--- src/rtl/regfile_dump_ctrl_pkg.sv ---
// Shared constants for the register-file dump sequencer.
// Defaults match the 32x32 RegisterFile it reads from.
// State encoding is shared so debug tooling can decode the FSM.
package regfile_dump_ctrl_pkg;

  localparam int RF_NREG = 32;
  localparam int RF_AW   = 5;
  localparam int RF_DW   = 32;

  typedef enum logic [2:0] {
    IDLE    = 3'd0,
    READ    = 3'd1,
    EMIT_LO = 3'd2,
    EMIT_HI = 3'd3,
    FIN     = 3'd4
  } dump_state_t;

endpackage

--- src/rtl/regfile_dump_ctrl.sv ---
// Sweeps the register file in even/odd pairs and streams each word out.
// Latency: start -> READ next cycle -> first word valid two cycles after start; 3 cycles/pair at full rate.
// Backpressure: valid/ready; output word held stable until accepted, abort drops it.
module regfile_dump_ctrl
  import regfile_dump_ctrl_pkg::*;
#(
  parameter int NREG = RF_NREG,
  parameter int AW   = RF_AW,
  parameter int DW   = RF_DW
) (
  input  logic          CLK,
  input  logic          reset,
  input  logic          start,
  input  logic          abort,
  output logic [AW-1:0] rf_a1,
  output logic [AW-1:0] rf_a2,
  input  logic [DW-1:0] rf_do1,
  input  logic [DW-1:0] rf_do2,
  output logic          out_valid,
  input  logic          out_ready,
  output logic [AW-1:0] out_addr,
  output logic [DW-1:0] out_data,
  output logic          busy,
  output logic          done
);

  // The system top muxes the RF read ports between the datapath and this
  // block using busy; rf_a1/rf_a2 therefore only need to be valid while busy.

  dump_state_t   state_q, state_d;
  logic [AW-1:0] ptr_q, ptr_d;
  logic [AW-1:0] a1_d, a2_d;
  logic [DW-1:0] lo_buf, hi_buf, lo_d, hi_d;
  logic          valid_d;
  logic [AW-1:0] addr_d;
  logic [DW-1:0] data_d;
  logic          busy_d, done_d;
  logic          handshake;
  logic          last_pair;

  assign handshake = out_valid & out_ready;
  // ptr only holds even values, so ptr+1 never wraps for a legal NREG.
  assign last_pair = ((ptr_q + AW'(1)) == AW'(NREG - 1));

  // Next-state and next-output logic; abort overrides every transition.
  always_comb begin
    state_d = state_q;
    ptr_d   = ptr_q;
    a1_d    = rf_a1;
    a2_d    = rf_a2;
    lo_d    = lo_buf;
    hi_d    = hi_buf;
    valid_d = out_valid;
    addr_d  = out_addr;
    data_d  = out_data;

    case (state_q)
      IDLE: begin
        if (start) begin
          ptr_d   = '0;
          a1_d    = '0;
          a2_d    = AW'(1);
          state_d = READ;
        end
      end
      READ: begin
        // Snapshot the pair; later RF writes cannot disturb what is emitted.
        lo_d    = rf_do1;
        hi_d    = rf_do2;
        valid_d = 1'b1;
        addr_d  = ptr_q;
        data_d  = rf_do1;
        state_d = EMIT_LO;
      end
      EMIT_LO: begin
        if (handshake) begin
          addr_d  = ptr_q + AW'(1);
          data_d  = hi_buf;
          state_d = EMIT_HI;
        end
      end
      EMIT_HI: begin
        if (handshake) begin
          valid_d = 1'b0;
          if (last_pair) begin
            state_d = FIN;
          end else begin
            ptr_d   = ptr_q + AW'(2);
            a1_d    = ptr_q + AW'(2);
            a2_d    = ptr_q + AW'(3);
            state_d = READ;
          end
        end
      end
      FIN: begin
        state_d = IDLE;
      end
      default: begin
        valid_d = 1'b0;
        state_d = IDLE;
      end
    endcase

    if (abort) begin
      state_d = IDLE;
      ptr_d   = ptr_q;
      a1_d    = rf_a1;
      a2_d    = rf_a2;
      valid_d = 1'b0;
    end

    busy_d = (state_d == READ) || (state_d == EMIT_LO) || (state_d == EMIT_HI);
    done_d = (state_d == FIN);
  end

  // State, pointer, snapshot buffers and registered outputs.
  always_ff @(posedge CLK or posedge reset) begin
    if (reset) begin
      state_q   <= IDLE;
      ptr_q     <= '0;
      rf_a1     <= '0;
      rf_a2     <= '0;
      lo_buf    <= '0;
      hi_buf    <= '0;
      out_valid <= 1'b0;
      out_addr  <= '0;
      out_data  <= '0;
      busy      <= 1'b0;
      done      <= 1'b0;
    end else begin
      state_q   <= state_d;
      ptr_q     <= ptr_d;
      rf_a1     <= a1_d;
      rf_a2     <= a2_d;
      lo_buf    <= lo_d;
      hi_buf    <= hi_d;
      out_valid <= valid_d;
      out_addr  <= addr_d;
      out_data  <= data_d;
      busy      <= busy_d;
      done      <= done_d;
    end
  end

endmodule

--- config.mk ---
export PLATFORM = sky130hd
export DESIGN_NAME = regfile_dump_ctrl
export DESIGN_NICKNAME = d
export VERILOG_FILES = /design/src/rtl/regfile_dump_ctrl_pkg.sv /design/src/rtl/regfile_dump_ctrl.sv
export SDC_FILE = /design/constraint.sdc
export NUM_CORES = 1
export LEC_CHECK = 0
export BUFFER_PORTS_ARGS = -buffer_cell sky130_fd_sc_hd__buf_2
export CAP_MARGIN = 25
export CORE_UTILIZATION = 54
export DETAILED_ROUTE_END_ITERATION = 10
export GPL_ROUTABILITY_DRIVEN = 1
export PLACE_DENSITY = 0.92
export SLEW_MARGIN = 25
export SYNTH_ARGS = -nofsm -noshare
export SYNTH_HDL_FRONTEND = slang
export SYNTH_SLANG_ARGS = --single-unit
export TNS_END_PERCENT = 50
--- constraint.sdc ---
create_clock -name CLK -period 4.52 [get_ports CLK]
set_clock_uncertainty 0.15 [all_clocks]
set_input_delay 1.13 -clock CLK [delete_from_list [all_inputs] [get_ports CLK]]
set_output_delay 1.13 -clock CLK [all_outputs]
set_load 0.05 [all_outputs]
==> metrics.yaml <==
cts:
  cts_sinks: 81
  post_cts_resized: 0
  ctsLongestPathBuffers: 2
  cts_max_level: 3
  root_buffer: "clkbuf_8"
  cts_setup_buffers: 0
  clk-insertion-delay-late_ns: 0.34
  cts_tree: "done"
  clk_pin_slew_worst_paths_ns: 0.08
  cts_made_buffers: 9
  cts-hold-fix-buffers: 0
worst_setup_path:
  cp-end-kind: "register"
  crit_type: "in -> reg"
  arrival_ns: 2.71
  worstPathMaxFanout: 19
  critPathLaunchType: "primary input"
  cp.required_ns: 4.59
timing:
  fin_setup_tns_ns: 0
  relSlewSlack: 0.360
  final.min_clock_period_ns: 2.63
  max_freq_mhz: 380
  setup_viol: 0
  setup_slack_ns: 1.89
  hold_viol: 0
  fin_crit_sh: 0.583
  drv_slew: 0
  worst_pin_slew_ns: 0.958
  rsz0062_at_grt: "no"
power_and_ir_drop:
  leakagePower_nw: 2.11
  pwr-share-comb: 0.402
  vdd_drop_max_v: 0.000374
  total_power_mw: 2.72
  p_clk_frac: 0.193
  p_int_mw: 1.60
  switching_share: 0.410
  powerDensity_mw_per_mm2: 611
  pwr-share-seq: 0.405
  p_switching_mw: 1.11
grt:
  grt_pass1_wl_microns: 12400
  grt_overflow_total: 0
  antenna_found_initial: 0
  grt_max_degree: 57
  first_global_vias: 2578
  grt_usage: 0.226
synth:
  synth-seq-cells: 81
  synthArstFlopShare: 1.00
  synth_area_sq_mm: 0.00368
  ys.warnings.count: 0
  synth_edf_count: 0
  syn_nets: 331
  yosysSeqAreaShare: 0.550
  syn_inst: 260
  ys_types: 36
  avgSynthCellArea_sq_um: 14.2
  ys.flop_type: "dfrtp_1"
finish:
  n_antenna_cell: 0
  syn_to_final_growth_pct: 20.8
  drive_gt1_frac: 0.632
  design_area_sq_mm: 0.00445
  final_common_cell: "buf_2"
  finalNetCount: 442
  most-common-layout-cells: "buf_2 (117), mux2_2 (97), dfrtp_1 (81)"
route:
  detailroute.via_count: 2490
  drc: 9
  ant_nets: 0
  drtIter0Drc: 53
  dr.pass1.iters: 11
  post_drt_wl_per_cell_microns: 16.7
  drt-vias-per-instance: 5.51
  wl_microns: 7540
place:
  portBuffers: 117
  hpwl_microns: 5280
  gp_congestion: 0.770
  place_area_sq_mm: 0.00425
  pre_cts_ws_ns: 1.52
floorplanning:
  die_h_microns: 84.6
  design.core.area_sq_mm: 0.00646
  boundaryPins: 119
  die_w_microns: 84.6
  initial_core_util: 0.570
  rows: 29
  die_area_sq_mm: 0.00716
run_status:
  violations: "design-rule violations"
  status: "finished, violations left"
hold_path:
  hold_class: "reg -> reg"
job:
  max_cap_violations: 0
[cell families after synthesis]
group / Yosys count / synth area share
AOI/OAI and AO/OA: 16 / 0.0292
adders and majority gates: 2 / 0.00679
buffers and inverters: 24 / 0.0425
DFF: 81 / 0.550
muxes: 100 / 0.306
other: 1 / 0.00102
and+or+nand+nor: 36 / 0.0645
[flip-flops by register name, summed over array words and instances (netlist names)]
name / flops
done: 1
out_valid: 1
ptr_q: 4
hi_buf: 32
rf_a2: 2
busy: 1
out_addr: 5
out_data: 32
state_q: 3
[critical path, stage by stage]
cell	delay (ns)
buf_2	0.15
nand4b_4	0.11
a21oi_4	0.55
buf_4	0.38
mux2_2	0.37
[synth_stat cells (2+ instances only)]
| master | instances | share of area |
|---|---|---|
| buf_4 | 7 | 0.014 |
| mux2_1 | 3 | 0.0092 |
| mux2_2 | 97 | 0.30 |
| nand4_1 | 3 | 0.0051 |
| nand2_1 | 3 | 0.0031 |
| nor4_1 | 2 | 0.0034 |
| inv_1 | 4 | 0.0041 |
| buf_2 | 8 | 0.011 |
| and4_1 | 3 | 0.0071 |
| nand3_1 | 3 | 0.0041 |
| a21oi_1 | 4 | 0.0054 |
| nor3_1 | 5 | 0.0068 |
| o21ai_0 | 5 | 0.0068 |
| dfrtp_1 | 81 | 0.55 |
| buf_6 | 4 | 0.012 |
| and3_1 | 2 | 0.0034 |
| ha_1 | 2 | 0.0068 |
| nor2_1 | 6 | 0.0061 |
[power by group through the flow]
stage	sequential [mW]	clock [mW]	combinational (mW)
floorplan	1.57	0	0.390
CTS	1.10	0.534	1.10
global placement	1.10	0	1.07
finish	1.10	0.524	1.09
global route	1.14	0.567	1.14
detailed placement	1.12	0	1.10
[area by class of cell]
type | instances | area, sq um
Clock buffer | 12 | 155
Tap cell | 77 | 96.3
Inverter | 4 | 17.5
Sequential cell | 81 | 2030
Fill cell | 457 | 2010
Multi-Input combinational cell | 155 | 1510
Clock inverter | 3 | 40.0
Timing Repair Buffer | 120 | 608
[layer usage]
layer | up-vias | GRT usage | part of all wire
li1 | 1150 | - | -
met1 | 1232 | 0.274 | 0.42
met2 | 94 | 0.388 | 0.50
met3 | 14 | 0.0570 | 0.058
met4 | 0 | 0.0924 | 0.019
met5 | - | 0 | 0
[metrics by stage]
step,std cells,utilization,hold slack (ns)
3_3_place_gp,437,0.658,0.290
4_1_cts,452,0.689,0.313
2_1_floorplan,260,-,0.325
3_5_place_dp,437,0.658,0.294
6_report,452,0.689,0.316
5_1_grt,452,0.689,0.326
[worst paths after layout]
kind	from	endpoint	slack, ns	depth (start not counted)
max in group asynchronous	reset	hi_buf[12]	2.68	3
setup reg to reg	state_q[1]	out_data[14]	2.11	4
hold / removal	rf_a2[0]	rf_a2[0]	0.32	1
hold reg to reg	rf_a2[0]	rf_a2[0]	0.32	1
min in group asynchronous	reset	hi_buf[27]	0.74	2
setup / recovery	out_ready	out_data[14]	1.89	5
Note: power is estimated with default switching activity, not from simulation.
